$ cat config.mk
export PLATFORM = sky130hd
export DESIGN_NAME = ltc2324_frame_packer_flat
export DESIGN_NICKNAME = d
export VERILOG_FILES = /design/src/rtl/ltc2324_frame_packer_if.sv /design/src/rtl/ltc2324_frame_packer.sv /design/src/flat_wrapper.sv
export SDC_FILE = /design/constraint.sdc
export NUM_CORES = 1
export LEC_CHECK = 0
export ABC_AREA = 1
export CAP_MARGIN = 10
export CORE_ASPECT_RATIO = 1.5
export CORE_MARGIN = 4
export CORE_UTILIZATION = 48
export DETAILED_ROUTE_END_ITERATION = 16
export PLACE_DENSITY = 0.82
export REMOVE_ABC_BUFFERS = 1
export SLEW_MARGIN = 20
export SYNTH_ARGS = -nofsm -noshare
export SYNTH_HDL_FRONTEND = slang
export SYNTH_SLANG_ARGS = --single-unit
$ cat constraint.sdc
create_clock -name clk -period 1.8 [get_ports clk]
set_input_delay 0.36 -clock clk [delete_from_list [all_inputs] [get_ports clk]]
set_output_delay 0.36 -clock clk [all_outputs]
set_load 0.1 [all_outputs]
$ cat src/rtl/ltc2324_frame_packer_if.sv
// Packed output beat stream of the LTC2324 frame packer.
// The master drives data/valid/last and the slave returns ready.
interface ltc2324_frame_packer_if;
   logic [31:0] m_axis_tdata;
   logic        m_axis_tvalid;
   logic        m_axis_tready;
   logic        m_axis_tlast;

   modport master (
      output m_axis_tdata,
      output m_axis_tvalid,
      output m_axis_tlast,
      input  m_axis_tready
   );

   modport slave (
      input  m_axis_tdata,
      input  m_axis_tvalid,
      input  m_axis_tlast,
      output m_axis_tready
   );
endinterface

$ cat src/rtl/ltc2324_frame_packer.sv
// Captures one sample from each of four LTC2324 channel FIFOs as an atomic set and
// emits it as two 32-bit beats, marking the last beat of every FRAME_LEN-set frame.
module ltc2324_frame_packer #(
   parameter int unsigned FRAME_LEN  = 256,
   parameter int unsigned SKEW_LIMIT = 8
) (
   input  logic                          clk,
   input  logic                          rst_n,
   input  logic                          enable,
   input  logic                          clear_err,
   input  logic [15:0]                   s_ch1_tdata,
   input  logic [15:0]                   s_ch2_tdata,
   input  logic [15:0]                   s_ch3_tdata,
   input  logic [15:0]                   s_ch4_tdata,
   input  logic                          s_ch1_tvalid,
   input  logic                          s_ch2_tvalid,
   input  logic                          s_ch3_tvalid,
   input  logic                          s_ch4_tvalid,
   output logic                          s_ch1_tready,
   output logic                          s_ch2_tready,
   output logic                          s_ch3_tready,
   output logic                          s_ch4_tready,
   ltc2324_frame_packer_if.master        m_axis,
   output logic                          desync_err,
   output logic [15:0]                   set_cnt
);

   typedef enum logic [1:0] {
      COLLECT = 2'd0,
      BEAT0   = 2'd1,
      BEAT1   = 2'd2
   } state_t;

   localparam logic [7:0]  SKEW_MAX  = 8'(SKEW_LIMIT);
   localparam logic [16:0] FRAME_END = 17'(FRAME_LEN);

   state_t      state;
   logic [15:0] hold_ch1;
   logic [15:0] hold_ch2;
   logic [15:0] hold_ch3;
   logic [15:0] hold_ch4;
   logic [7:0]  skew_cnt;
   logic [3:0]  valid_vec;
   logic        all_valid;
   logic        mixed_valid;
   logic        capture;
   logic        beat_done;
   logic        last_set;
   logic        skew_hit;

   assign valid_vec   = {s_ch4_tvalid, s_ch3_tvalid, s_ch2_tvalid, s_ch1_tvalid};
   assign all_valid   = &valid_vec;
   assign mixed_valid = (|valid_vec) && !all_valid;

   // All four channels are accepted together or not at all; rst_n keeps the
   // sources from seeing a handshake while the block is held in reset.
   assign capture      = rst_n && enable && all_valid && (state == COLLECT);
   assign s_ch1_tready = capture;
   assign s_ch2_tready = capture;
   assign s_ch3_tready = capture;
   assign s_ch4_tready = capture;

   assign beat_done = m_axis.m_axis_tvalid && m_axis.m_axis_tready;
   assign last_set  = ({1'b0, set_cnt} + 17'd1) == FRAME_END;
   assign skew_hit  = (state == COLLECT) && mixed_valid && (skew_cnt >= SKEW_MAX - 8'd1);

   // NOTE: every always_comb output gets a default first so no path can infer a latch.
   always_comb begin
      m_axis.m_axis_tdata = '0;
      if (state == BEAT0) begin
         m_axis.m_axis_tdata = {hold_ch2, hold_ch1};
      end else if (state == BEAT1) begin
         m_axis.m_axis_tdata = {hold_ch4, hold_ch3};
      end
   end

   // NOTE: sequential state uses non-blocking assignments so every flop samples pre-edge values.
   always_ff @(posedge clk or negedge rst_n) begin
      if (!rst_n) begin
         state                <= COLLECT;
         m_axis.m_axis_tvalid <= 1'b0;
         m_axis.m_axis_tlast  <= 1'b0;
         set_cnt              <= '0;
         hold_ch1             <= '0;
         hold_ch2             <= '0;
         hold_ch3             <= '0;
         hold_ch4             <= '0;
      end else begin
         unique case (state)
            COLLECT: begin
               if (capture) begin
                  hold_ch1             <= s_ch1_tdata;
                  hold_ch2             <= s_ch2_tdata;
                  hold_ch3             <= s_ch3_tdata;
                  hold_ch4             <= s_ch4_tdata;
                  m_axis.m_axis_tvalid <= 1'b1;
                  m_axis.m_axis_tlast  <= 1'b0;
                  state                <= BEAT0;
               end
            end
            BEAT0: begin
               if (beat_done) begin
                  m_axis.m_axis_tlast <= last_set;
                  state               <= BEAT1;
               end
            end
            BEAT1: begin
               if (beat_done) begin
                  m_axis.m_axis_tvalid <= 1'b0;
                  m_axis.m_axis_tlast  <= 1'b0;
                  set_cnt              <= last_set ? 16'd0 : set_cnt + 16'd1;
                  state                <= COLLECT;
               end
            end
            default: begin
               m_axis.m_axis_tvalid <= 1'b0;
               m_axis.m_axis_tlast  <= 1'b0;
               state                <= COLLECT;
            end
         endcase
      end
   end

   // Skew is only meaningful while waiting for a set; the error latches until cleared,
   // and a persisting skew wins over a same-cycle clear.
   always_ff @(posedge clk or negedge rst_n) begin
      if (!rst_n) begin
         skew_cnt   <= '0;
         desync_err <= 1'b0;
      end else begin
         if ((state == COLLECT) && mixed_valid) begin
            if (skew_cnt != SKEW_MAX) begin
               skew_cnt <= skew_cnt + 8'd1;
            end
         end else begin
            skew_cnt <= '0;
         end

         if (skew_hit) begin
            desync_err <= 1'b1;
         end else if (clear_err) begin
            desync_err <= 1'b0;
         end
      end
   end

endmodule
$ cat src/flat_wrapper.sv
// flat-port wrapper written by rule: the top's interface ports become plain ports
module ltc2324_frame_packer_flat 
#(
   parameter int unsigned FRAME_LEN  = 256,
   parameter int unsigned SKEW_LIMIT = 8
)
  (clk, rst_n, enable, clear_err, s_ch1_tdata, s_ch2_tdata, s_ch3_tdata, s_ch4_tdata, s_ch1_tvalid, s_ch2_tvalid, s_ch3_tvalid, s_ch4_tvalid, s_ch1_tready, s_ch2_tready, s_ch3_tready, s_ch4_tready, desync_err, set_cnt, m_axis_m_axis_tdata, m_axis_m_axis_tvalid, m_axis_m_axis_tlast, m_axis_m_axis_tready);
  ltc2324_frame_packer_if m_axis_i ();
  input  logic clk;
  input  logic rst_n;
  input  logic enable;
  input  logic clear_err;
  input  logic [15:0] s_ch1_tdata;
  input  logic [15:0] s_ch2_tdata;
  input  logic [15:0] s_ch3_tdata;
  input  logic [15:0] s_ch4_tdata;
  input  logic s_ch1_tvalid;
  input  logic s_ch2_tvalid;
  input  logic s_ch3_tvalid;
  input  logic s_ch4_tvalid;
  output logic s_ch1_tready;
  output logic s_ch2_tready;
  output logic s_ch3_tready;
  output logic s_ch4_tready;
  output logic desync_err;
  output logic [15:0] set_cnt;
  output wire logic [$bits(m_axis_i.m_axis_tdata)-1:0] m_axis_m_axis_tdata;
  output wire logic [$bits(m_axis_i.m_axis_tvalid)-1:0] m_axis_m_axis_tvalid;
  output wire logic [$bits(m_axis_i.m_axis_tlast)-1:0] m_axis_m_axis_tlast;
  input wire logic [$bits(m_axis_i.m_axis_tready)-1:0] m_axis_m_axis_tready;
  assign m_axis_m_axis_tdata = m_axis_i.m_axis_tdata;
  assign m_axis_m_axis_tvalid = m_axis_i.m_axis_tvalid;
  assign m_axis_m_axis_tlast = m_axis_i.m_axis_tlast;
  assign m_axis_i.m_axis_tready = m_axis_m_axis_tready;
  ltc2324_frame_packer #(.FRAME_LEN(FRAME_LEN), .SKEW_LIMIT(SKEW_LIMIT)) u_core (.clk(clk), .rst_n(rst_n), .enable(enable), .clear_err(clear_err), .s_ch1_tdata(s_ch1_tdata), .s_ch2_tdata(s_ch2_tdata), .s_ch3_tdata(s_ch3_tdata), .s_ch4_tdata(s_ch4_tdata), .s_ch1_tvalid(s_ch1_tvalid), .s_ch2_tvalid(s_ch2_tvalid), .s_ch3_tvalid(s_ch3_tvalid), .s_ch4_tvalid(s_ch4_tvalid), .s_ch1_tready(s_ch1_tready), .s_ch2_tready(s_ch2_tready), .s_ch3_tready(s_ch3_tready), .s_ch4_tready(s_ch4_tready), .m_axis(m_axis_i), .desync_err(desync_err), .set_cnt(set_cnt));
endmodule
==> qor.txt, run 1 <==
Post-Layout Cell Count = 866
Async SR Flop Fraction = 1.000
Area contributors post-synth = dfrtp_1 52%, nand2_1 23%, a22o_1 6.0%
Fillers = 466
Cell Chain, Critical Path = buf_6, nor2_1, inv_1, nor2_4, buf_12, buf_12
R2R Setup Slk = -140 ps
CP startpoint kind = register
Worst skew pair latency = 350 ps
Mapped cell area = 0.004493 mm^2
Min Tclk post-route = 2062 ps
Max H-tree Level = 3
Max stage delay cell, worst path = dfrtp_1
Reg clk slew, reported paths = 80 ps
Count of cell types in the netlist = 25
Max incr delay on CP = 410 ps
WL final = 16.13 mm
Tcrit/Tclk final = 1.146
Die H = 126.5 um
Crit path max fanout = 5
Clock Skew = 13.86 ps
Placed cell count = 817
Vias in the first global route = 4770
Core Region = 0.009200 mm^2
Largest net degree at the start of global routing = 52
Diodes inserted = 0
RR Startpoint = u_core.set_cnt[1]
Upper clock frequency limit = 0.4849 GHz
Final count of hold timing violations = 0
Worst hold slack = 149.2 ps
Slew HR = 0.5465
Die area = 0.01100 mm^2
Final Max Tran Viols = 0
Vias = 4938
First-iteration detailed-routing DRC count = 480
Worst reg2reg path endpoint = u_core.set_cnt[1]
Clk root buf = clkbuf_16
Dpl hpwl = 9.218 mm
Routed len/inst = 18.62 um
Area Overhead vs Synth = 71.46%
Vias per cell = 5.702
Number of synthesized flops with an enable pin = 0
Worst path most repeated cell = buf_12
First-pass DRT Iterations = 8
Prevailing post-synth register cell = dfrtp_1
Worst-Margin Slew = 680.3 ps
Maximum vdd drop = 1168 uV
Layout cells sized above 1 = 0.2706
Pleak = 3.822 nW
TritonCTS clock tree = done
Critical path class = register to output pin
First-pass GRT wire length = 22.50 mm
Total power draw = 0.01046 W
Register bit total from synthesis = 93
Post-route ant nets = 0
Pwr/cell area = 1357 mW/mm^2
Crit path DAT = 1700 ps
Synth warn = 0
CTS Hold Bufs = 0
Overall die width = 87.00 um
Final setup violation count = 73
Top cell type's share of synthesized area = 0.5180
Pre-CTS WS = -258.9 ps
Failing checks = setup timing
Reg2Reg Depth = 12
Port buffer count = 127
Min-delay worst type = input port to asynchronous set/reset pin
CTS Buf Count = 9
Total gr overflow = 0
Final core occ = 0.8373
# nets final = 825
Initial core utilization = 0.4884
Worst setup EP type = output pin
Setup ws final = -262.2 ps
Gpl congestion = 0.8676
Synth Area per Inst = 7.841 um^2
All-layer global routing usage = 0.2593
Antenna violations before repair = 0
RSZ-0062 raised after global routing = true
Max cap viols = 0
IO Pins = 128
Post-synthesis sequential area ratio = 0.5180
Row count = 43
Run status = finished with violations
Post-synthesis cell count = 573
CP Data Required Time = 1440 ps
Residual DRC = 0
Clk sinks = 93
CTS Buffer Depth = 2
Leading area contributor after synthesis = dfrtp_1
## critical path, delay by kind of cell, from the launching register on
family                 cells  cell delay [ps]
DFF                        1              410
buffers and inverters      4              600
and+or+nand+nor            2              350
## area by class of cell
cell class,count,area [um^2],share of cell area
well taps,112,140.1,0.01819
repair buffers,188,2447,0.3177
repair inverters,2,15.01,0.001949
multi-input cells,417,2293,0.2977
flip-flops and latches,93,2331,0.3026
clock inverters,7,98.84,0.01283
inverters,38,152.6,0.01981
clock buffers,9,225.2,0.02924
## Yosys cell counts (all sizes together), types with 5 or more instances
library cell,number
a21oi,6
nand3,19
a22o,31
nor3,5
clkbuf,18
inv,38
nand2,276
o21ai,22
buf,7
dfrtp,93
nor2,38
nand4,6
## power breakdown
group,internal (W),leakage (nW),total [W],switching [W]
logic,0.00203,2.47,0.00524,0.00321
clock network,0.00123,0.156,0.00209,0.000865
registers,0.00265,1.20,0.00313,0.000475
## cells in the final DEF, fill, tap and decap left out, drive strengths merged, types with 5 or more instances in the layout
master / n
a22o: 31
nand3: 19
nand4: 6
o21ai: 22
nor3: 5
clkbuf: 10
dfrtp: 93
clkinvlp: 5
buf: 116
clkdlybuf4s50: 67
nand2: 276
a21oi: 6
nor2: 38
inv: 37
## registers in the layout, indices dropped and copies added (netlist names)
signal	flops
u_core.desync_err	1
u_core.state	2
u_core.m_axis.m_axis_tvalid	1
u_core.hold_ch3	16
u_core.hold_ch1	16
u_core.skew_cnt	8
u_core.set_cnt	16
u_core.m_axis.m_axis_tlast	1
u_core.hold_ch4	16
u_core.hold_ch2	16
## metrics by stage
stage / setup TNS (ps) / instance area, um^2
after floorplan: -636770 / 4383
after global placement: -9703 / 6640
after detailed placement: -13100 / 6640
after CTS: -6288 / 7371
after global routing: -14750 / 7704
final: -8661 / 7704
## cell families (layout without fill, tap and decap cells)
| group | Yosys count | after routing | share of synthesized area |
|---|---|---|---|
| fa+ha+maj | 3 | 3 | 0.008355 |
| xor+xnor | 4 | 4 | 0.007799 |
| simple gates | 348 | 348 | 0.3133 |
| buf+inv | 63 | 244 | 0.05625 |
| compound gates | 62 | 62 | 0.09635 |
| flops | 93 | 93 | 0.5180 |
## routing by layer
| metal | vias up | wire length (um) | GRT usage |
|---|---|---|---|
| met5 | - | 0 | 0 |
| met4 | 0 | 831 | 0.1358 |
| met3 | 89 | 1306 | 0.05198 |
| met2 | 329 | 8462 | 0.4604 |
| met1 | 2340 | 5526 | 0.2842 |
| li1 | 2180 | - | - |
## repair_timing
action,CTS,global route
cloned,3,3
endpoints found under the hold margin,0,0
buffers inserted,11,17
pin swaps,13,26
setup endpoints to repair,40,51
gates resized for setup,41,48
## how the worst max path moves through the flow
stage,from,endpoint,slack (ps),depth (start not counted)
4_1_cts,u_core.state[0],m_axis_m_axis_tdata[20],-220,6
3_3_place_gp,s_ch3_tvalid,s_ch1_tready,-220,7
5_1_grt,u_core.state[0],s_ch2_tready,-320,6
6_report,u_core.state[0],s_ch2_tready,-260,6
3_5_place_dp,s_ch3_tvalid,s_ch2_tready,-260,7
2_1_floorplan,s_ch3_tvalid,u_core.hold_ch1[0],-8810,7
Power figures use the tool's default switching activity.
==> inputs of run 2 (changes only) <==
- SETUP_SLACK_MARGIN: not set -> 0.15
==> qor.txt, run 2 (synthesis results as in run 1) <==
Pleak = 3.790 nW (-0.82%)
Final count of hold timing violations = 0 (unchanged)
Vias = 4683 (-5.2%)
CP startpoint kind = register
Initial core utilization = 0.4884 (unchanged)
Worst path most repeated cell = buf_12
Vias in the first global route = 4911 (+3.0%)
Max stage delay cell, worst path = dfrtp_1
Clk root buf = clkbuf_16
Cell family with most CP delay = buffers and inverters
Overall die width = 87.00 um (unchanged)
Reg2Reg Depth = 13 (+1)
Residual DRC = 0 (unchanged)
Run status = finished with violations
Largest net degree at the start of global routing = 52 (unchanged)
TritonCTS clock tree = done
Max incr delay on CP = 400 ps (about the same)
Max H-tree Level = 3 (unchanged)
Commonest non-fill, non-tap cell in the layout = nand2_1
IO Pins = 128 (unchanged)
Core Region = 0.009200 mm^2 (unchanged)
Post-Layout Cell Count = 857 (-1.0%)
Final Max Tran Viols = 0 (unchanged)
RR Startpoint = u_core.set_cnt[8]
Vias per cell = 5.464 (-4.2%)
Die area = 0.01100 mm^2 (unchanged)
Pre-CTS WS = -258.9 ps (unchanged)
CP Data Required Time = 1440 ps (about the same)
Dpl hpwl = 9.218 mm (unchanged)
Upper clock frequency limit = 0.4844 GHz (-0.10%)
All-layer global routing usage = 0.2695 (+0.01019)
Die H = 126.5 um (unchanged)
Clk sinks = 93 (unchanged)
Most frequent cells in the layout = 264 x nand2_1, 90 x dfrtp_1, 67 x clkdlybuf4s50_1, 62 x buf_12, 35 x buf_4
WL final = 15.13 mm (-6.2%)
Post-route ant nets = 0 (unchanged)
First-pass DRT Iterations = 5 (-3)
Fillers = 491 (+5.4%)
Failing checks = setup timing
Final setup violation count = 40 (-45%)
Maximum vdd drop = 1113 uV (-4.7%)
Worst hold slack = 147.6 ps (-1.642 ps)
Port buffer count = 127 (unchanged)
Max cap viols = 0 (unchanged)
Clock Skew = 6.534 ps (-7.329 ps)
Gpl congestion = 0.8676 (unchanged)
Worst path bufs/invs = 4 (unchanged)
Crit path max fanout = 7 (+2)
Worst-Margin Slew = 660.3 ps (-20.02 ps)
Layout cells sized above 1 = 0.2577 (-0.01284)
Row count = 43 (unchanged)
Min-delay worst type = input port to asynchronous set/reset pin
Setup ws final = -264.3 ps (-2.067 ps)
Cell Chain, Critical Path = buf_6, nor2_4, buf_12, buf_12, a22o_1, buf_12
Total gr overflow = 0 (unchanged)
Critical path class = register to output pin
Final TNS setup = -7627 ps (+1034 ps)
Pwr/cell area = 1344 mW/mm^2 (-0.96%)
Worst reg2reg path endpoint = u_core.set_cnt[1]
First-pass GRT wire length = 23.23 mm (+3.2%)
CTS Buffer Depth = 2 (unchanged)
# nets final = 816 (-1.1%)
Slew HR = 0.5598 (+0.01335)
Antenna violations before repair = 0 (unchanged)
Area Overhead vs Synth = 69.90%
Tcrit/Tclk final = 1.147 (+0.001148)
Crit path DAT = 1700 ps (about the same)
Routed len/inst = 17.66 um (-5.2%)
Min Tclk post-route = 2064 ps (+2.067 ps)
Diodes inserted = 0 (unchanged)
Worst setup EP type = output pin
First-iteration detailed-routing DRC count = 270 (-44%)
CTS Hold Bufs = 0 (unchanged)
Placed cell count = 817 (unchanged)
Reg clk slew, reported paths = 70 ps (about the same)
R2R Setup Slk = -130 ps (about the same)
Final core occ = 0.8297 (-0.007616)
Worst skew pair latency = 340 ps (about the same)
CTS Buf Count = 9 (unchanged)
RSZ-0062 raised after global routing = true
-- run 2: cell types whose count changed in the layout (fill, tap and decap cells not counted), moves of 3 or more --
cell / before / now
nand2_1: 260 / 264
buf_6: 4 / 8
clkinvlp_4: 5 / 1
nor2_2: 1 / 4
nand2_2: 14 / 10
buf_4: 46 / 35
-- run 2: what timing repair did --
| action | CTS | global route |
|---|---|---|
| setup buffers | 18 | 2 |
| pin swaps | 27 | 22 |
| gates cloned | 3 | 1 |
| gates resized for setup | 60 | 22 |
| setup endpoints to repair | 72 | 117 |
-- run 2: cell type report --
type | count | area (um^2) | area share
clock buffer | 9 | 225.2 | 0.02950
clock inverter | 7 | 98.84 | 0.01295
inverter | 38 | 142.6 | 0.01869
multi-input combinational | 417 | 2268 | 0.2972
sequential | 93 | 2331 | 0.3054
tap | 112 | 140.1 | 0.01836
timing repair buffer | 181 | 2427 | 0.3180
-- run 2: metal layers --
layer | wire [um] | part of all wire | GRT usage
met2 | 8142 | 0.54 | 0.4828
met3 | 1047 | 0.069 | 0.05523
met1 | 5218 | 0.34 | 0.2913
met5 | 0 | 0 | 0
met4 | 723 | 0.048 | 0.1394
-- run 2: through the flow --
step                      instance area, um^2  power (W)
after floorplan                          4383   0.005627
after global placement                   6640   0.007334
after detailed placement                 6640   0.007484
after CTS                                7492    0.01007
after global routing                     7634    0.01068
final                                    7634    0.01026
-- run 2: worst max-delay path by stage --
stage                               start                       to  slack [ps]  depth (start not counted)
after global placement       s_ch3_tvalid             s_ch1_tready        -220                          7
after floorplan              s_ch3_tvalid       u_core.hold_ch1[0]       -8810                          7
after detailed placement     s_ch3_tvalid             s_ch2_tready        -260                          7
final                     u_core.state[0]  m_axis_m_axis_tdata[13]        -260                          6
after CTS                 u_core.state[0]  m_axis_m_axis_tdata[20]        -220                          6
after global routing      u_core.state[0]  m_axis_m_axis_tdata[18]        -310                          6
-- run 2: where the power goes --
group,leakage [nW],switching [W],internal [W]
Clock,0.156,0.000838,0.00122
Sequential,1.20,0.000462,0.00266
Combinational,2.43,0.00312,0.00197
==> inputs of run 3 (changes only) <==
- CTS_CLUSTER_DIAMETER: not set -> 100
- TNS_END_PERCENT: not set -> 100
==> results of run 3 <==
Same layout as run 2: the final DEF is identical, and so are final timing and power.
